<file path="src/rtl/cordic_seq_pkg.sv">
// Shared definitions for the sequential rotation-mode CORDIC engine:
// default sizes, FSM encodings and the master arctangent table.
package cordic_seq_pkg;

  localparam int DEFAULT_WIDTH = 16;
  localparam int DEFAULT_ITER  = 16;

  // Master arctangent table precision: 1.0 rad = 2^30
  localparam int ATAN_TABLE_FRAC = 30;

  localparam logic [2:0] ST_IDLE = 3'd0;
  localparam logic [2:0] ST_X_OP = 3'd1;
  localparam logic [2:0] ST_Y_OP = 3'd2;
  localparam logic [2:0] ST_Z_OP = 3'd3;
  localparam logic [2:0] ST_DONE = 3'd4;

  // Angle fraction bits for a given magnitude width (1.0 rad = 2^(width-2))
  function automatic int angle_frac(input int width);
    return width - 2;
  endfunction

  // Width of the iteration counter; at least one bit even for a single pass
  function automatic int idx_width(input int iter);
    return (iter > 1) ? $clog2(iter) : 1;
  endfunction

  // floor(atan(2^-idx) * 2^30); past idx 15 the series term x^3/3 is below
  // one LSB so the entry is simply 2^(30-idx) - 1
  function automatic logic [31:0] atan_q30(input int idx);
    logic [31:0] v;
    case (idx)
      0:  v = 32'h3243_F6A8;
      1:  v = 32'h1DAC_6705;
      2:  v = 32'h0FAD_BAFC;
      3:  v = 32'h07F5_6EA6;
      4:  v = 32'h03FE_AB76;
      5:  v = 32'h01FF_D55B;
      6:  v = 32'h00FF_FAAA;
      7:  v = 32'h007F_FF55;
      8:  v = 32'h003F_FFEA;
      9:  v = 32'h001F_FFFD;
      10: v = 32'h000F_FFFF;
      11: v = 32'h0007_FFFF;
      12: v = 32'h0003_FFFF;
      13: v = 32'h0001_FFFF;
      14: v = 32'h0000_FFFF;
      15: v = 32'h0000_7FFF;
      default: v = (idx < 30) ? ((32'd1 << (30 - idx)) - 32'd1) : 32'd0;
    endcase
    return v;
  endfunction

endpackage

</file>
<file path="src/rtl/cordic_atan_rom.sv">
// Combinational arctangent lookup: index i -> round(atan(2^-i) * 2^(WIDTH-2)).
// The 2^30 master table is rescaled with round-half-up to the angle format.
module cordic_atan_rom
  import cordic_seq_pkg::*;
#(
  parameter int WIDTH = DEFAULT_WIDTH,
  parameter int IDX_W = 4
) (
  input  logic [IDX_W-1:0] idx,
  output logic [WIDTH-1:0] angle
);

  localparam int FRAC = angle_frac(WIDTH);

  logic [63:0] q30;

  // Widen the selected master entry so rounding cannot overflow
  always_comb begin
    q30 = {32'd0, atan_q30(int'(idx))};
  end

  generate
    if (FRAC < ATAN_TABLE_FRAC) begin : g_round_down
      localparam int SH = ATAN_TABLE_FRAC - FRAC;
      localparam logic [63:0] HALF = 64'd1 << (SH - 1);
      assign angle = WIDTH'((q30 + HALF) >> SH);
    end else begin : g_scale_up
      assign angle = WIDTH'(q30 << (FRAC - ATAN_TABLE_FRAC));
    end
  endgenerate

endmodule

</file>
<file path="src/rtl/cordic_seq.sv">
// Iterative rotation-mode CORDIC sequencer. One external sign-magnitude
// adder is shared over three cycles per iteration (X, then Y, then Z).
// The new X is parked in a shadow register until Z_OP so that the Y update
// still sees the old X.
module cordic_seq
  import cordic_seq_pkg::*;
#(
  parameter int WIDTH = DEFAULT_WIDTH,
  parameter int ITER  = DEFAULT_ITER
) (
  input  logic             clk,
  input  logic             reset,
  input  logic             start,
  input  logic [WIDTH-1:0] x_in,
  input  logic [WIDTH-1:0] y_in,
  input  logic [WIDTH-1:0] z_in,
  input  logic             x_in_s,
  input  logic             y_in_s,
  input  logic             z_in_s,
  output logic             busy,
  output logic             done,
  output logic [WIDTH-1:0] x_out,
  output logic [WIDTH-1:0] y_out,
  output logic [WIDTH-1:0] z_out,
  output logic             x_out_s,
  output logic             y_out_s,
  output logic             z_out_s,
  output logic [WIDTH-1:0] add_a,
  output logic             add_asign,
  output logic [WIDTH-1:0] add_b,
  output logic             add_as,
  input  logic [WIDTH-1:0] add_s,
  input  logic             add_sign
);

  localparam int IW = idx_width(ITER);
  localparam logic [IW-1:0] LAST_I = IW'(ITER - 1);

  logic [2:0]       state;
  logic [IW-1:0]    i;
  logic [WIDTH-1:0] x, y, z, xn;
  logic             xs, ys, zs, xns;
  logic             d;
  logic [WIDTH-1:0] atan_i;
  logic             res_sign;

  cordic_atan_rom #(
    .WIDTH(WIDTH),
    .IDX_W(IW)
  ) u_atan_rom (
    .idx  (i),
    .angle(atan_i)
  );

  // A zero magnitude from the adder is always stored as +0
  assign res_sign = add_sign & (|add_s);

  assign busy = (state == ST_X_OP) || (state == ST_Y_OP) || (state == ST_Z_OP);
  assign done = (state == ST_DONE);

  assign x_out   = x;
  assign y_out   = y;
  assign z_out   = z;
  assign x_out_s = xs;
  assign y_out_s = ys;
  assign z_out_s = zs;

  // Steer the shared adder; d = 1 is a positive rotation, sign bit 1 is
  // negative, so "same direction" is d XOR sign and the op bits follow
  // x - d*y, y + d*x and z - d*atan. Idle states park the adder at zero.
  always_comb begin
    add_a     = '0;
    add_asign = 1'b0;
    add_b     = '0;
    add_as    = 1'b0;
    case (state)
      ST_X_OP: begin
        add_a     = x;
        add_asign = xs;
        add_b     = y >> i;
        add_as    = d ^ ys;
      end
      ST_Y_OP: begin
        add_a     = y;
        add_asign = ys;
        add_b     = x >> i;
        add_as    = ~(d ^ xs);
      end
      ST_Z_OP: begin
        add_a     = z;
        add_asign = zs;
        add_b     = atan_i;
        add_as    = d;
      end
      default: ;
    endcase
  end

  // Sequencer and working registers; reset aborts any run without a done pulse
  always_ff @(posedge clk or posedge reset) begin
    if (reset) begin
      state <= ST_IDLE;
      i     <= '0;
      x     <= '0;
      y     <= '0;
      z     <= '0;
      xn    <= '0;
      xs    <= 1'b0;
      ys    <= 1'b0;
      zs    <= 1'b0;
      xns   <= 1'b0;
      d     <= 1'b0;
    end else begin
      case (state)
        ST_IDLE: begin
          if (start) begin
            x     <= x_in;
            y     <= y_in;
            z     <= z_in;
            xs    <= x_in_s & (|x_in);
            ys    <= y_in_s & (|y_in);
            zs    <= z_in_s & (|z_in);
            d     <= ~(z_in_s & (|z_in));
            i     <= '0;
            state <= ST_X_OP;
          end
        end
        ST_X_OP: begin
          xn    <= add_s;
          xns   <= res_sign;
          state <= ST_Y_OP;
        end
        ST_Y_OP: begin
          y     <= add_s;
          ys    <= res_sign;
          state <= ST_Z_OP;
        end
        ST_Z_OP: begin
          z  <= add_s;
          zs <= res_sign;
          x  <= xn;
          xs <= xns;
          d  <= ~res_sign;
          if (i == LAST_I) begin
            state <= ST_DONE;
          end else begin
            i     <= i + IW'(1);
            state <= ST_X_OP;
          end
        end
        ST_DONE: begin
          state <= ST_IDLE;
        end
        default: begin
          state <= ST_IDLE;
        end
      endcase
    end
  end

endmodule
</file>
<file path="config.mk">
export PLATFORM = sky130hd
export DESIGN_NAME = cordic_seq
export DESIGN_NICKNAME = d
export VERILOG_FILES = /design/src/rtl/cordic_seq_pkg.sv /design/src/rtl/cordic_atan_rom.sv /design/src/rtl/cordic_seq.sv
export SDC_FILE = /design/constraint.sdc
export NUM_CORES = 1
export LEC_CHECK = 0
export BUFFER_PORTS_ARGS = -buffer_cell sky130_fd_sc_hd__buf_4
export CAP_MARGIN = 25
export CELL_PAD_IN_SITES_DETAIL_PLACEMENT = 1
export CELL_PAD_IN_SITES_GLOBAL_PLACEMENT = 1
export CORE_AREA = 2 2 125 176
export DETAILED_ROUTE_END_ITERATION = 7
export DIE_AREA = 0 0 127 178
export PLACE_DENSITY = 0.58
export SLEW_MARGIN = 40
export SYNTH_ARGS = -nofsm -noshare
export SYNTH_HDL_FRONTEND = slang
export SYNTH_SLANG_ARGS = --single-unit
</file>
<file path="constraint.sdc">
create_clock -name clk -period 4.31 [get_ports clk]
set_input_delay 0.431 -clock clk [delete_from_list [all_inputs] [get_ports clk]]
set_output_delay 0.431 -clock clk [all_outputs]
set_load 0.02 [all_outputs]
</file>
-- Yosys cells after proc, flatten, opt, wreduce, memory -nomap -nowiden
Memories as Yosys holds them, arrays and structs flattened.
Index checks and enable logic that the tools add are counted.
- register bits after elaboration: 76
- ROM bits: 480
- input bits: 71
- output and inout bits: 87
- word-level logic and storage cells: 68
- memories kept: 1
- $add $sub $neg: 2
- eq/ne operators: 7
- shifts and indexed selects: 2
- multiplexer cells: 24
- bitwise operators: 9
- reduce and logical (&&, ||, !) cells: 12
- memory list (memory ; words ; bits a word ; rd ports ; clocked after Yosys merged registers in ; wr ports ; line ; text):
    (name not given) ; 16 ; 30 ; 1 ; 0 ; 0 ; cordic_seq_pkg.sv:31 ; case (idx)
- operators with widths (cell ; number):
    one-hot mux 16 bit (2 select lines) ; 3
    one-hot mux 16 bit (3 select lines) ; 2
    OR reduction 16 bit ; 4
    2-to-1 mux 16 bit ; 3
    adder 32 x 16 -> 32 bit (second input constant) ; 1
    right shift 16 x 4 -> 16 bit ; 2
    one-hot mux 3 bit (4 select lines) ; 1
    2-to-1 mux 4 bit ; 2
    one-hot mux 1 bit (2 select lines) ; 4
    one-hot mux 4 bit (2 select lines) ; 1
    equality test 3 x 2 -> 1 bit (second input constant) ; 2
    2-to-1 mux 3 bit ; 2
    one-hot mux 1 bit (3 select lines) ; 2
    adder 4 x 1 -> 4 bit (second input constant) ; 1
    AND 1 bit ; 4
    equality test 4 bit (second input constant) ; 1
    2-to-1 mux 1 bit ; 4
    inequality test 2 bit (second input constant) ; 2
    AND reduction 2 bit ; 2
    nonzero test 2 bit ; 2
    equality test 3 x 1 -> 1 bit (second input constant) ; 1
    equality test 3 bit (second input constant) ; 1
    zero test 3 bit ; 1
    NOT 1 bit ; 3
    other kinds (3) ; 5

-- Depth between registers and ports, before layout
Gate-level depths: netlist (run 1).
- depth in word-level cells: 5
- gate-level depth with buffers: 14
- depth with buffers taken out: 11

-- Cells and area by module
From an unflattened synthesis (run 1), not the netlist that was laid out.
- cell total of the unflattened synthesis: 570
- area total of the unflattened synthesis: 5196.2 µm²
- by module, submodules not included (module ; instances ; cells each ; area each (µm²) ; sequential area each (µm²)):
    cordic_seq ; 1 ; 500 ; 4723.3 ; 1901.8
    cordic_atan_rom ; 1 ; 70 ; 473.0 ; 0.0

-- Least setup slack after synthesis (run 1)
No wires, ideal clock.
- path kind: register to output
- from: register i[1]
- to: output port add_b[7]
- arrival time: 3.102 ns
- required time: 3.879 ns
- setup slack: 0.777 ns
- stages on the path, launching flop included: 13
- path buffers: 3
- path through: dfrtp_1 -> inv_1 -> clkbuf_1 -> buf_1 -> ha_1 -> clkbuf_1 -> mux2i_1 -> o21a_1 -> ha_1 -> nor2b_1 -> xnor2_1 -> a21oi_1 -> o32ai_1
- cells in the longest elaborated chain, start to end: 3
- elaborated cells on any way between the ends: 5
- classes of those cells: 1 x add/sub; 2 x shift; 1 x mux; 1 x memory
- ends and longest elaborated chain (item ; line ; text):
    from (decl) ; cordic_seq.sv:40 ; logic [IW-1:0] i;
    from (signal assigned) ; cordic_seq.sv:147 ; i <= i + IW'(1);
    memory read (16 x 30 bit) ; n/a ;
    adder 32 x 16 -> 32 bit ; cordic_atan_rom.sv:26 ; assign angle = WIDTH'((q30 + HALF) >> SH);
    one-hot mux 16 bit (3 select lines) (*) ; cordic_seq.sv:76 ; case (state)
    to (decl) ; cordic_seq.sv:30 ; output logic [WIDTH-1:0] add_b,
Every way passes the cells marked *; elsewhere a longest branch is shown, timed or not.

-- Worst setup path in the final report (run 1)
- from: register i[1]
- to: output port add_b[10]
The elaborated chain is that of the path after synthesis.

==> flow_results.xml, run 1 <==
<?xml version="1.0" encoding="UTF-8"?>
<metrics>
  <group name="run_status">
    <metric name="result_of_the_run" unit="">complete, no violations</metric>
  </group>
  <group name="sta">
    <metric name="worst-slew-pin-transition" unit="ps">844</metric>
    <metric name="timing_max_transition_violations_final" unit="">0</metric>
    <metric name="fin_skew" unit="ps">11.9</metric>
    <metric name="timing.final.crit_period" unit="ps">3720</metric>
    <metric name="maxSlewHeadroom" unit="">0.432</metric>
    <metric name="period_share" unit="">0.862</metric>
    <metric name="tns" unit="ps">0</metric>
    <metric name="rsz_0062_raised_after_global_routing" unit="">false</metric>
    <metric name="maxClockFrequency" unit="MHz">269</metric>
    <metric name="setup_viols_final" unit="">0</metric>
    <metric name="timing_hold_violations_final" unit="">0</metric>
  </group>
  <group name="yosys">
    <metric name="synth_async_sr_flop_share" unit="">1.00</metric>
    <metric name="postSynth.topFlopCell" unit="">sky130_fd_sc_hd__dfrtp_1</metric>
    <metric name="yosysUniqueCellTypes" unit="">50</metric>
    <metric name="yosys_warnings" unit="">0</metric>
    <metric name="synth.yosys.seq_area_share" unit="">0.368</metric>
    <metric name="syn_inst" unit="">593</metric>
    <metric name="flip_flop_and_latch_count_after_synthesis" unit="">76</metric>
    <metric name="post_synth_instance_area" unit="mm²">0.00517</metric>
    <metric name="synthesized_net_count" unit="">671</metric>
    <metric name="synthesis.area_per_instance" unit="µm²">8.71</metric>
    <metric name="count_of_flip_flops_with_a_built_in_enable_after_synthesis" unit="">0</metric>
  </group>
  <group name="worst_setup_path">
    <metric name="worst_ep_arrival_time" unit="ps">3290</metric>
    <metric name="critPathKind" unit="">reg -&gt; out</metric>
    <metric name="cp-start-kind" unit="">flip-flop</metric>
    <metric name="crit_path_start" unit="">i[1]</metric>
    <metric name="top_fanout_value_on_the_critical_path" unit="">18</metric>
    <metric name="crit-reg2reg-launch" unit="">state[0]</metric>
    <metric name="endpoint_kind" unit="">output pin</metric>
    <metric name="critPathRequiredTime" unit="ps">3880</metric>
  </group>
  <group name="cts">
    <metric name="cts_tree" unit="">done</metric>
    <metric name="cts_buffer_depth" unit="">2</metric>
    <metric name="post-cts-setup-buffer-count" unit="">0</metric>
    <metric name="postCtsHoldBufs" unit="">0</metric>
    <metric name="ctsHtreeMaxLevel" unit="">3</metric>
    <metric name="cts_root_buffer" unit="">sky130_fd_sc_hd__clkbuf_16</metric>
    <metric name="clock_latency" unit="ps">340</metric>
    <metric name="tritoncts_num_sinks" unit="">76</metric>
    <metric name="register_clock_pin_slew_on_the_reported_worst_setup_and_hold_paths" unit="ps">70</metric>
    <metric name="numCtsBuffers" unit="">9</metric>
    <metric name="cts_repair_resize_count" unit="">0</metric>
  </group>
  <group name="detailed_routing">
    <metric name="detailedRoute.firstPassIterationCount" unit="">5</metric>
    <metric name="detail_route.wl_per_cell" unit="µm">23.1</metric>
    <metric name="avgViaCountPerCell" unit="">5.41</metric>
    <metric name="drtAntennaViolNets" unit="">0</metric>
    <metric name="drcViolationCount" unit="">0</metric>
    <metric name="drt_first_iter_violations" unit="">355</metric>
    <metric name="dr_total_vias" unit="">5391</metric>
    <metric name="routed_wirelength" unit="µm">23000</metric>
  </group>
  <group name="floorplanning">
    <metric name="io_pins" unit="">158</metric>
    <metric name="die_x" unit="µm">127</metric>
    <metric name="design.die.area" unit="mm²">0.0226</metric>
    <metric name="initial_core_util" unit="">0.246</metric>
    <metric name="die_h" unit="µm">178</metric>
    <metric name="rows" unit="">63</metric>
    <metric name="core_area" unit="mm²">0.0210</metric>
  </group>
  <group name="placed_design">
    <metric name="finalWeightedCongestion" unit="">0.945</metric>
    <metric name="placement.io_buffers" unit="">157</metric>
    <metric name="dp_hpwl" unit="µm">18100</metric>
  </group>
  <group name="power">
    <metric name="leakage_dissipation" unit="nW">3.21</metric>
    <metric name="power.share.switching" unit="">0.492</metric>
    <metric name="power_report.internal_total" unit="mW">3.33</metric>
    <metric name="vdd_ir_drop_max" unit="mV">0.255</metric>
    <metric name="combinationalPowerShare" unit="">0.642</metric>
    <metric name="total_power_after_layout" unit="mW">6.54</metric>
    <metric name="clockPowerShare" unit="">0.126</metric>
    <metric name="power_per_cell_area" unit="mW/mm²">941</metric>
    <metric name="power.switching" unit="mW">3.22</metric>
    <metric name="share_seq_of_total_power" unit="">0.232</metric>
  </group>
  <group name="final_layout">
    <metric name="antenna_cells" unit="">0</metric>
    <metric name="area_growth_syn_to_layout" unit="%">34.7</metric>
    <metric name="drive_gt1_frac" unit="">0.336</metric>
    <metric name="finalNetCount" unit="">809</metric>
    <metric name="final_core_util" unit="">0.332</metric>
  </group>
  <group name="grt">
    <metric name="grt_max_degree" unit="">61</metric>
    <metric name="track_usage" unit="">0.202</metric>
    <metric name="wire_length_of_the_first_global_routing_pass" unit="µm">35000</metric>
    <metric name="grt_antenna_before_repair" unit="">0</metric>
    <metric name="first_global_vias" unit="">5840</metric>
    <metric name="remaining_overflow_grt" unit="">0</metric>
  </group>
  <group name="hold_path">
    <metric name="hold_path.class" unit="">in -&gt; async</metric>
  </group>
  <group name="run">
    <metric name="drv_cap" unit="">0</metric>
  </group>
</metrics>
==> worst max-delay path, cell delays in order, from the launching register on <==
cell	delay (ps)
sky130_fd_sc_hd__dfrtp_1	480
sky130_fd_sc_hd__buf_4	280
sky130_fd_sc_hd__ha_1	360
sky130_fd_sc_hd__inv_1	110
sky130_fd_sc_hd__ha_1	230
sky130_fd_sc_hd__nor2_1	360
sky130_fd_sc_hd__a22o_1	210
sky130_fd_sc_hd__o21ai_0	90
sky130_fd_sc_hd__nor3_1	280
sky130_fd_sc_hd__a32oi_1	150
sky130_fd_sc_hd__o21ai_0	210
sky130_fd_sc_hd__buf_4	180
==> kinds of logic after synthesis <==
logic type | share of synthesized area
adder cells (fa/ha/maj) | 0.0170
AND/OR/NAND/NOR | 0.202
buffers and inverters | 0.0472
XOR/XNOR | 0.0136
AO/OA/AOI/OAI | 0.196
multiplexers | 0.157
flip-flops | 0.368
==> worst paths after layout <==
| kind | to | slack [ps] | depth (start not counted) |
|---|---|---|---|
| max | add_b[10] | 590 | 11 |
| min | z_out[12] | 90 | 2 |
| max reg2reg | y_out_s | 1910 | 8 |
| min reg2reg | x_out[0] | 510 | 2 |
| max in group asynchronous | y_out_s | 3320 | 3 |
| min in group clk | z_out[14] | 330 | 3 |
==> cell usage in the layout, fill, tap and decap left out, types with 6 or more instances in the layout <==
cell,n
sky130_fd_sc_hd__nor2b_1,6
sky130_fd_sc_hd__nand4_1,6
sky130_fd_sc_hd__mux2i_1,10
sky130_fd_sc_hd__inv_1,7
sky130_fd_sc_hd__nor4_1,16
sky130_fd_sc_hd__nor3_1,6
sky130_fd_sc_hd__dfrtp_1,76
sky130_fd_sc_hd__nand3_1,15
sky130_fd_sc_hd__mux4_2,14
sky130_fd_sc_hd__clkbuf_16,9
sky130_fd_sc_hd__mux2_2,35
sky130_fd_sc_hd__a21oi_1,19
sky130_fd_sc_hd__o211ai_1,7
sky130_fd_sc_hd__ha_1,7
sky130_fd_sc_hd__o21ai_0,20
sky130_fd_sc_hd__a22oi_1,67
sky130_fd_sc_hd__buf_4,174
sky130_fd_sc_hd__nand2_1,126
sky130_fd_sc_hd__nor2_1,51
==> power by group through the flow <==
stage	clock network, mW	logic [mW]	registers [mW]
after CTS	0.851	4.21	1.52
after global placement	0	4.15	1.52
final	0.826	4.20	1.52
after detailed placement	0	4.19	1.53
after floorplan	0	2.38	1.60
after global routing	0.886	4.52	1.57
==> synthesized netlist by cell type, types with 4 or more instances <==
cell	instances	area share
sky130_fd_sc_hd__inv_1	8	0.0058
sky130_fd_sc_hd__ha_1	7	0.017
sky130_fd_sc_hd__o211ai_1	7	0.010
sky130_fd_sc_hd__nand3_1	15	0.015
sky130_fd_sc_hd__dfrtp_1	76	0.37
sky130_fd_sc_hd__mux4_2	14	0.061
sky130_fd_sc_hd__o21ai_0	20	0.019
sky130_fd_sc_hd__nor2_1	54	0.039
sky130_fd_sc_hd__a21o_1	4	0.0058
sky130_fd_sc_hd__nor2b_1	6	0.0073
sky130_fd_sc_hd__clkbuf_1	29	0.021
sky130_fd_sc_hd__a22oi_1	67	0.097
sky130_fd_sc_hd__xnor2_1	5	0.0085
sky130_fd_sc_hd__a21oi_1	19	0.018
sky130_fd_sc_hd__mux2i_1	10	0.019
sky130_fd_sc_hd__nor4_1	16	0.019
sky130_fd_sc_hd__nand4_1	6	0.0073
sky130_fd_sc_hd__nor3_1	6	0.0058
sky130_fd_sc_hd__buf_2	6	0.0058
sky130_fd_sc_hd__mux2_2	35	0.076
sky130_fd_sc_hd__nand2_1	126	0.092
sky130_fd_sc_hd__buf_1	9	0.0065
==> state kept, by name, indices dropped and copies added (netlist names), 3 cells and up <==
signal  count
y_out      16
xn         16
z_out      16
state       3
i           4
x_out      16
==> metrics by stage <==
step                      worst slack [ps]  hold WS (ps)  area, µm²  cells
after global placement                1010           442       6610    979
after CTS                              587          85.7       6950    996
after global routing                   305          95.5       6960    996
final                                  593          87.7       6960    996
after floorplan                        777           470       5170    593
after detailed placement               964           453       6620    980
==> layout make-up <==
cell class	count	area [µm²]
sequential	76	1900
timing repair buffer	175	1320
clock inverter	6	96.3
tap	260	325
multi-input combinational	459	3050
inverter	10	37.5
fill	2476	14000
clock buffer	10	229
==> layer usage <==
layer | up-vias | wire length, µm | track usage
li1 | 2453 | - | -
met1 | 2697 | 9200 | 0.242
met2 | 196 | 11900 | 0.359
met3 | 45 | 969 | 0.0249
met4 | 0 | 935 | 0.0952
met5 | - | 0 | 0
Note: power is estimated with default switching activity, not from simulation.
==> run 2: changes to the inputs <==
--- a/config.mk
+++ b/config.mk
@@ -16,4 +16,5 @@
 export SLEW_MARGIN = 40
 export SYNTH_ARGS = -nofsm -noshare
 export SYNTH_HDL_FRONTEND = slang
+export SYNTH_HIERARCHICAL = 1
 export SYNTH_SLANG_ARGS = --single-unit
==> run 2 against run 1 <==
  * Non-clock buffer count decreased by 4
  * Setup slack improved by 390 ps
  * Critical path depth unchanged
  * Largest cell class unchanged
  * Largest power group unchanged
==> flow_results.xml, run 2 <==
<?xml version="1.0" encoding="UTF-8"?>
<metrics>
  <group name="floorplanning">
    <metric name="initial_core_util" unit="">0.248</metric>
    <metric name="die_h" unit="µm">178</metric>
    <metric name="rows" unit="">63</metric>
    <metric name="io_pins" unit="">158</metric>
    <metric name="die_x" unit="µm">127</metric>
    <metric name="design.die.area" unit="mm²">0.0226</metric>
    <metric name="core_area" unit="mm²">0.0210</metric>
  </group>
  <group name="detailed_routing">
    <metric name="detail_route.wl_per_cell" unit="µm">23.9</metric>
    <metric name="avgViaCountPerCell" unit="">5.44</metric>
    <metric name="detailedRoute.firstPassIterationCount" unit="">5</metric>
    <metric name="routed_wirelength" unit="µm">23300</metric>
    <metric name="drtAntennaViolNets" unit="">0</metric>
    <metric name="drt_first_iter_violations" unit="">335</metric>
    <metric name="dr_total_vias" unit="">5303</metric>
    <metric name="drcViolationCount" unit="">0</metric>
  </group>
  <group name="cts">
    <metric name="cts_repair_resize_count" unit="">0</metric>
    <metric name="clock_latency" unit="ps">330</metric>
    <metric name="cts_root_buffer" unit="">sky130_fd_sc_hd__clkbuf_16</metric>
    <metric name="tritoncts_num_sinks" unit="">76</metric>
    <metric name="cts_buffer_depth" unit="">2</metric>
    <metric name="cts_tree" unit="">done</metric>
    <metric name="register_clock_pin_slew_on_the_reported_worst_setup_and_hold_paths" unit="ps">60</metric>
    <metric name="numCtsBuffers" unit="">9</metric>
    <metric name="post-cts-setup-buffer-count" unit="">0</metric>
    <metric name="ctsHtreeMaxLevel" unit="">3</metric>
    <metric name="postCtsHoldBufs" unit="">0</metric>
  </group>
  <group name="yosys">
    <metric name="synthTopCellsByCount" unit="">91 x sky130_fd_sc_hd__nand2_1, 76 x sky130_fd_sc_hd__dfrtp_1, 71 x sky130_fd_sc_hd__nor2_1</metric>
    <metric name="flip_flop_and_latch_count_after_synthesis" unit="">76</metric>
    <metric name="syn_inst" unit="">570</metric>
    <metric name="synth_simple_gate_area_frac" unit="">0.184</metric>
    <metric name="synthesis.area_per_instance" unit="µm²">9.12</metric>
    <metric name="post_synth_fa_ha_maj_area_fraction" unit="">0.0144</metric>
    <metric name="synth_compound_area_frac" unit="">0.192</metric>
    <metric name="post_synth_instance_area" unit="mm²">0.00520</metric>
    <metric name="synth_async_sr_flop_share" unit="">1.00</metric>
    <metric name="yosys.cell_count.top_type" unit="">sky130_fd_sc_hd__nand2_1</metric>
    <metric name="netlist.top_cell.by_area" unit="">sky130_fd_sc_hd__dfrtp_1</metric>
    <metric name="post_synth_main_area_contributors" unit="">sky130_fd_sc_hd__dfrtp_1 37%, sky130_fd_sc_hd__mux2_2 7.8%, sky130_fd_sc_hd__a22oi_1 7.4%</metric>
    <metric name="muxShareOfSynthArea" unit="">0.178</metric>
    <metric name="post_synth_xor_area_fraction" unit="">0.0135</metric>
    <metric name="yosys_warnings" unit="">6</metric>
    <metric name="yosysUniqueCellTypes" unit="">58</metric>
    <metric name="synth.yosys.seq_area_share" unit="">0.366</metric>
    <metric name="postSynth.topFlopCell" unit="">sky130_fd_sc_hd__dfrtp_1</metric>
    <metric name="synth_top_family_by_area" unit="">compound AO/OA/AOI/OAI gates</metric>
    <metric name="count_of_flip_flops_with_a_built_in_enable_after_synthesis" unit="">0</metric>
    <metric name="netlist.area_leader.share" unit="">0.366</metric>
  </group>
  <group name="sta">
    <metric name="maxSlewHeadroom" unit="">0.487</metric>
    <metric name="setup_viols_final" unit="">0</metric>
    <metric name="tns" unit="ps">0</metric>
    <metric name="fin_skew" unit="ps">6.06</metric>
    <metric name="rsz_0062_raised_after_global_routing" unit="">false</metric>
    <metric name="timing.final.crit_period" unit="ps">3320</metric>
    <metric name="maxClockFrequency" unit="MHz">301</metric>
    <metric name="timing_max_transition_violations_final" unit="">0</metric>
    <metric name="final_critical_path_setup_slack" unit="ps">986</metric>
    <metric name="period_share" unit="">0.771</metric>
    <metric name="timing_hold_violations_final" unit="">0</metric>
    <metric name="worst-slew-pin-transition" unit="ps">763</metric>
  </group>
  <group name="final_layout">
    <metric name="final_common_cell" unit="">sky130_fd_sc_hd__buf_4</metric>
    <metric name="final_cell_mix" unit="">171 x sky130_fd_sc_hd__buf_4, 91 x sky130_fd_sc_hd__nand2_1, 76 x sky130_fd_sc_hd__dfrtp_1</metric>
    <metric name="area_growth_syn_to_layout" unit="%">33.2</metric>
    <metric name="drive_gt1_frac" unit="">0.345</metric>
    <metric name="antenna_cells" unit="">0</metric>
    <metric name="finish.cell_count_without_fillers" unit="">975</metric>
    <metric name="finalNetCount" unit="">787</metric>
  </group>
  <group name="worst_setup_path">
    <metric name="worst_r2r_endpoint" unit="">d</metric>
    <metric name="cp_top_family" unit="">compound AO/OA/AOI/OAI gates</metric>
    <metric name="crit-reg2reg-launch" unit="">state[2]</metric>
    <metric name="r2r.worst_path.cells" unit="">7</metric>
    <metric name="setup.reg_to_reg.worst_slack" unit="ps">1790</metric>
    <metric name="critical-path-max-stage-delay" unit="ps">380</metric>
    <metric name="top_fanout_value_on_the_critical_path" unit="">10</metric>
    <metric name="critical_path.most_common_cell" unit="">sky130_fd_sc_hd__ha_1</metric>
    <metric name="critPathRequiredTime" unit="ps">3880</metric>
    <metric name="crit_path_start" unit="">i[0]</metric>
    <metric name="crit_chain" unit="">inv_1, ha_1, mux2_4, a22o_4, inv_2, ha_1, a21boi_1, xnor2_1, o22ai_1, a2111o_1, buf_4</metric>
    <metric name="cp.buffers_inverters" unit="">3</metric>
    <metric name="worst_ep_arrival_time" unit="ps">2890</metric>
    <metric name="cp-start-kind" unit="">flip-flop</metric>
    <metric name="critPathKind" unit="">reg -&gt; out</metric>
    <metric name="cpMaxStageDelayCell" unit="">sky130_fd_sc_hd__a2111o_1</metric>
    <metric name="endpoint_kind" unit="">output pin</metric>
  </group>
  <group name="placed_design">
    <metric name="placement.io_buffers" unit="">157</metric>
    <metric name="finalWeightedCongestion" unit="">0.968</metric>
    <metric name="placed_cells" unit="">959</metric>
    <metric name="dp_hpwl" unit="µm">18300</metric>
    <metric name="place_ws" unit="ps">1340</metric>
  </group>
  <group name="power">
    <metric name="leakage_dissipation" unit="nW">3.12</metric>
    <metric name="power_per_cell_area" unit="mW/mm²">1100</metric>
    <metric name="vdd_ir_drop_max" unit="mV">0.293</metric>
  </group>
  <group name="run">
    <metric name="drv_cap" unit="">0</metric>
  </group>
  <group name="grt">
    <metric name="first_global_vias" unit="">5790</metric>
    <metric name="track_usage" unit="">0.206</metric>
    <metric name="remaining_overflow_grt" unit="">0</metric>
    <metric name="grt_antenna_before_repair" unit="">0</metric>
    <metric name="grt_max_degree" unit="">43</metric>
    <metric name="wire_length_of_the_first_global_routing_pass" unit="µm">35300</metric>
  </group>
  <group name="run_status">
    <metric name="result_of_the_run" unit="">complete, no violations</metric>
  </group>
  <group name="hold_path">
    <metric name="hold_path.class" unit="">in -&gt; async</metric>
  </group>
</metrics>
==> run 2: cell count changes in the layout (fill, tap and decap cells not counted), sizes merged, moves of 4 or more <==
cell,before,now
nand2,126,91
o22ai,2,22
nor2,54,71
a22oi,67,51
nand3,15,7
a21oi,19,13
buf,175,171
==> run 2: logic make-up (layout without fill, tap and decap cells) <==
| logic type | Yosys count | count (layout) |
|---|---|---|
| buffers and inverters | 59 | 203 |
| multiplexers | 66 | 66 |
| AO/OA/AOI/OAI | 140 | 140 |
| flip-flops | 76 | 76 |
| other | 1 | 2 |
| AND/OR/NAND/NOR | 214 | 214 |
| XOR/XNOR | 8 | 8 |
| adder cells (fa/ha/maj) | 6 | 6 |
==> run 2: power by group <==
group | switching, mW | internal (mW) | total [mW]
clock network | 0.300 | 0.508 | 0.808
registers | 0.533 | 1.08 | 1.61
logic | 3.02 | 2.16 | 5.18
total | 3.85 | 3.74 | 7.59
==> run 2: through the flow <==
step / power [mW] / util / hold WS [ps] / instance area [µm²]
global placement: 6.74 / 0.315 / 482 / 6610
global route: 8.07 / 0.330 / 185 / 6920
finish: 7.59 / 0.330 / 144 / 6920
CTS: 7.63 / 0.330 / 161 / 6920
floorplan: 4.70 / - / 449 / 5200
detailed placement: 6.81 / 0.315 / 490 / 6610
==> run 2: metal layers <==
layer	global-route usage	up-vias	wire, µm
met1	0.254	2681	9660
met2	0.361	202	11800
met3	0.0252	48	924
li1	-	2372	-
met4	0.0897	0	896
met5	0	-	0
==> run 2: worst max-delay path by stage <==
| stage | to | slack [ps] | cells past startpoint |
|---|---|---|---|
| after floorplan | add_b[5] | 1380 | 11 |
| after global placement | add_b[1] | 1400 | 8 |
| after detailed placement | add_b[5] | 1340 | 11 |
| after CTS | add_b[5] | 970 | 11 |
| after global routing | add_b[1] | 830 | 11 |
| final | add_b[5] | 990 | 11 |
==> run 2: area by class of cell <==
cell class,count,area (µm²)
clock buffers,12,236
clock inverters,4,73.8
fillers,2453,14000
inverters,16,62.6
multi-input cells,436,3040
flip-flops and latches,76,1900
well taps,260,325
repair buffers,171,1280
==> run 3: changes to the inputs <==
--- a/config.mk
+++ b/config.mk
@@ -12,7 +12,7 @@
 export CORE_AREA = 2 2 125 176
 export DETAILED_ROUTE_END_ITERATION = 7
 export DIE_AREA = 0 0 127 178
-export PLACE_DENSITY = 0.58
+export PLACE_DENSITY = 0.6
 export SLEW_MARGIN = 40
 export SYNTH_ARGS = -nofsm -noshare
 export SYNTH_HDL_FRONTEND = slang
==> constraint.sdc (replaced) <==
create_clock -name clk -period 3.05 [get_ports clk]
set_input_delay 0.305 -clock clk [delete_from_list [all_inputs] [get_ports clk]]
set_output_delay 0.305 -clock clk [all_outputs]
set_load 0.02 [all_outputs]
==> run 3 against run 2 <==
  * Die area did not move
  * Sequential cell count did not move
  * Register-to-register slack got worse by 1100 ps
  * Final cell count rose by 1.8%
  * Sequential share of layout area fell by 0.69 points
  * Non-clock buffer count rose by 20
  * Sequential power rose by 35%
  * Power rose by 43%
  * Utilization rose by 0.87 points
  * Combinational power rose by 47%
  * Wire length fell by 1.2%
  * Critical path depth did not move
==> flow_results.xml, run 3 (synthesis results as in run 2) <==
<?xml version="1.0" encoding="UTF-8"?>
<metrics>
  <group name="floorplanning">
    <metric name="core_area" unit="mm²">0.0210</metric>
    <metric name="initial_core_util" unit="">0.248</metric>
    <metric name="die_x" unit="µm">127</metric>
    <metric name="design.die.area" unit="mm²">0.0226</metric>
    <metric name="rows" unit="">63</metric>
    <metric name="io_pins" unit="">158</metric>
    <metric name="die_h" unit="µm">178</metric>
  </group>
  <group name="worst_setup_path">
    <metric name="endpoint_kind" unit="">output pin</metric>
    <metric name="critPathRequiredTime" unit="ps">2740</metric>
    <metric name="top_fanout_value_on_the_critical_path" unit="">4</metric>
    <metric name="crit_chain" unit="">inv_1, ha_2, mux2_4, a22o_4, inv_2, ha_2, a21boi_1, xnor2_1, o22ai_1, a2111o_1, buf_4</metric>
    <metric name="critical-path-max-stage-delay" unit="ps">380</metric>
    <metric name="cpMaxStageDelayCell" unit="">sky130_fd_sc_hd__a2111o_1</metric>
    <metric name="critPathKind" unit="">reg -&gt; out</metric>
    <metric name="cp_top_family" unit="">compound AO/OA/AOI/OAI gates</metric>
    <metric name="cp-start-kind" unit="">flip-flop</metric>
    <metric name="cp.buffers_inverters" unit="">3</metric>
    <metric name="worst_ep_arrival_time" unit="ps">2670</metric>
    <metric name="setup.reg_to_reg.worst_slack" unit="ps">720</metric>
    <metric name="critical_path.most_common_cell" unit="">sky130_fd_sc_hd__ha_2</metric>
  </group>
  <group name="sta">
    <metric name="period_share" unit="">0.976</metric>
    <metric name="tns" unit="ps">0</metric>
    <metric name="worst-slew-pin-transition" unit="ps">668</metric>
    <metric name="setup_viols_final" unit="">0</metric>
    <metric name="timing_hold_violations_final" unit="">0</metric>
    <metric name="timing.final.crit_period" unit="ps">2980</metric>
    <metric name="fin_skew" unit="ps">7.89</metric>
    <metric name="fin_hold_ws" unit="ps">71.1</metric>
    <metric name="maxSlewHeadroom" unit="">0.550</metric>
    <metric name="maxClockFrequency" unit="MHz">336</metric>
    <metric name="rsz_0062_raised_after_global_routing" unit="">true</metric>
    <metric name="final_critical_path_setup_slack" unit="ps">74.4</metric>
    <metric name="timing_max_transition_violations_final" unit="">0</metric>
  </group>
  <group name="final_layout">
    <metric name="finish.instance_area" unit="mm²">0.00710</metric>
    <metric name="finish.cell_count_without_fillers" unit="">993</metric>
    <metric name="area_growth_syn_to_layout" unit="%">36.7</metric>
    <metric name="final_core_util" unit="">0.339</metric>
    <metric name="drive_gt1_frac" unit="">0.377</metric>
    <metric name="final_common_cell" unit="">sky130_fd_sc_hd__buf_4</metric>
    <metric name="finalNetCount" unit="">807</metric>
    <metric name="nFillCells" unit="">2478</metric>
    <metric name="final_cell_mix" unit="">189 x sky130_fd_sc_hd__buf_4, 91 x sky130_fd_sc_hd__nand2_1, 75 x sky130_fd_sc_hd__dfrtp_1</metric>
    <metric name="antenna_cells" unit="">0</metric>
  </group>
  <group name="cts">
    <metric name="cts_tree" unit="">done</metric>
    <metric name="ctsHtreeMaxLevel" unit="">3</metric>
    <metric name="numCtsBuffers" unit="">9</metric>
    <metric name="cts_buffer_depth" unit="">2</metric>
    <metric name="register_clock_pin_slew_on_the_reported_worst_setup_and_hold_paths" unit="ps">60</metric>
    <metric name="cts_root_buffer" unit="">sky130_fd_sc_hd__clkbuf_16</metric>
    <metric name="tritoncts_num_sinks" unit="">76</metric>
    <metric name="postCtsHoldBufs" unit="">0</metric>
    <metric name="clock_latency" unit="ps">340</metric>
  </group>
  <group name="grt">
    <metric name="wire_length_of_the_first_global_routing_pass" unit="µm">35200</metric>
    <metric name="grt_max_degree" unit="">39</metric>
    <metric name="first_global_vias" unit="">5734</metric>
    <metric name="remaining_overflow_grt" unit="">0</metric>
    <metric name="track_usage" unit="">0.204</metric>
    <metric name="grt_antenna_before_repair" unit="">0</metric>
  </group>
  <group name="hold_path">
    <metric name="hold_path.class" unit="">in -&gt; async</metric>
  </group>
  <group name="detailed_routing">
    <metric name="drt_first_iter_violations" unit="">381</metric>
    <metric name="detailedRoute.firstPassIterationCount" unit="">4</metric>
    <metric name="drcViolationCount" unit="">0</metric>
    <metric name="routed_wirelength" unit="µm">23000</metric>
    <metric name="dr_total_vias" unit="">5329</metric>
    <metric name="detail_route.wl_per_cell" unit="µm">23.2</metric>
    <metric name="avgViaCountPerCell" unit="">5.37</metric>
    <metric name="drtAntennaViolNets" unit="">0</metric>
  </group>
  <group name="placed_design">
    <metric name="dp_hpwl" unit="µm">18300</metric>
    <metric name="placement.io_buffers" unit="">157</metric>
    <metric name="finalWeightedCongestion" unit="">0.936</metric>
    <metric name="placed_cells" unit="">974</metric>
    <metric name="place_ws" unit="ps">190</metric>
    <metric name="detailed_place.area" unit="mm²">0.00673</metric>
  </group>
  <group name="power">
    <metric name="leakage_dissipation" unit="nW">3.21</metric>
    <metric name="total_power_after_layout" unit="mW">10.9</metric>
    <metric name="power_per_cell_area" unit="mW/mm²">1530</metric>
    <metric name="vdd_ir_drop_max" unit="mV">0.592</metric>
  </group>
  <group name="run">
    <metric name="drv_cap" unit="">0</metric>
  </group>
  <group name="run_status">
    <metric name="result_of_the_run" unit="">complete, no violations</metric>
  </group>
</metrics>
-- run 3: cell count changes in the layout (fill, tap and decap cells not counted), moves of 2 or more --
cell / before / now
sky130_fd_sc_hd__clkinvlp_4: 0 / 2
sky130_fd_sc_hd__ha_1: 6 / 3
sky130_fd_sc_hd__buf_4: 171 / 189
sky130_fd_sc_hd__clkbuf_1: 3 / 0
sky130_fd_sc_hd__ha_2: 0 / 3
-- run 3: path summary, 6_finish.rpt --
| kind | depth (start not counted) | from | to |
|---|---|---|---|
| setup / recovery | 11 | i[1] | add_b[5] |
| max in group asynchronous | 3 | reset | i[1] |
| hold / removal | 2 | reset | x_out[7] |
| setup reg to reg | 8 | state[2] | x_out[5] |
| hold reg to reg | 2 | xns | x_out_s |
| min in group clk | 3 | z_in[2] | z_out[2] |
-- run 3: area by class of cell --
cell class / count / area [µm²] / area share
well taps: 260 / 325 / 0.0458
multi-input cells: 436 / 3050 / 0.430
inverters: 16 / 67.6 / 0.00951
clock inverters: 5 / 78.8 / 0.0111
repair buffers: 191 / 1450 / 0.204
flip-flops and latches: 76 / 1900 / 0.268
clock buffers: 9 / 225 / 0.0317
-- run 3: where the power goes --
group          leakage (nW)  internal, mW  switching (mW)
Clock                 0.151         0.705           0.410
Sequential            0.900          1.53           0.641
Combinational          2.16          3.24            4.36
-- run 3: layer usage --
layer / wire (µm) / share of wire / global-route usage / vias up
met5: 0 / 0 / 0 / -
met2: 11700 / 0.51 / 0.355 / 222
met4: 599 / 0.026 / 0.0600 / 0
met1: 9650 / 0.42 / 0.265 / 2642
li1: - / - / - / 2429
met3: 1050 / 0.046 / 0.0276 / 36
-- run 3: timing repair --
item | in CTS | in global routing
pin swaps | 1 | 1
endpoints found under the setup margin | 5 | 7
resized for setup | 1 | 8
buffers inserted | 3 | 2
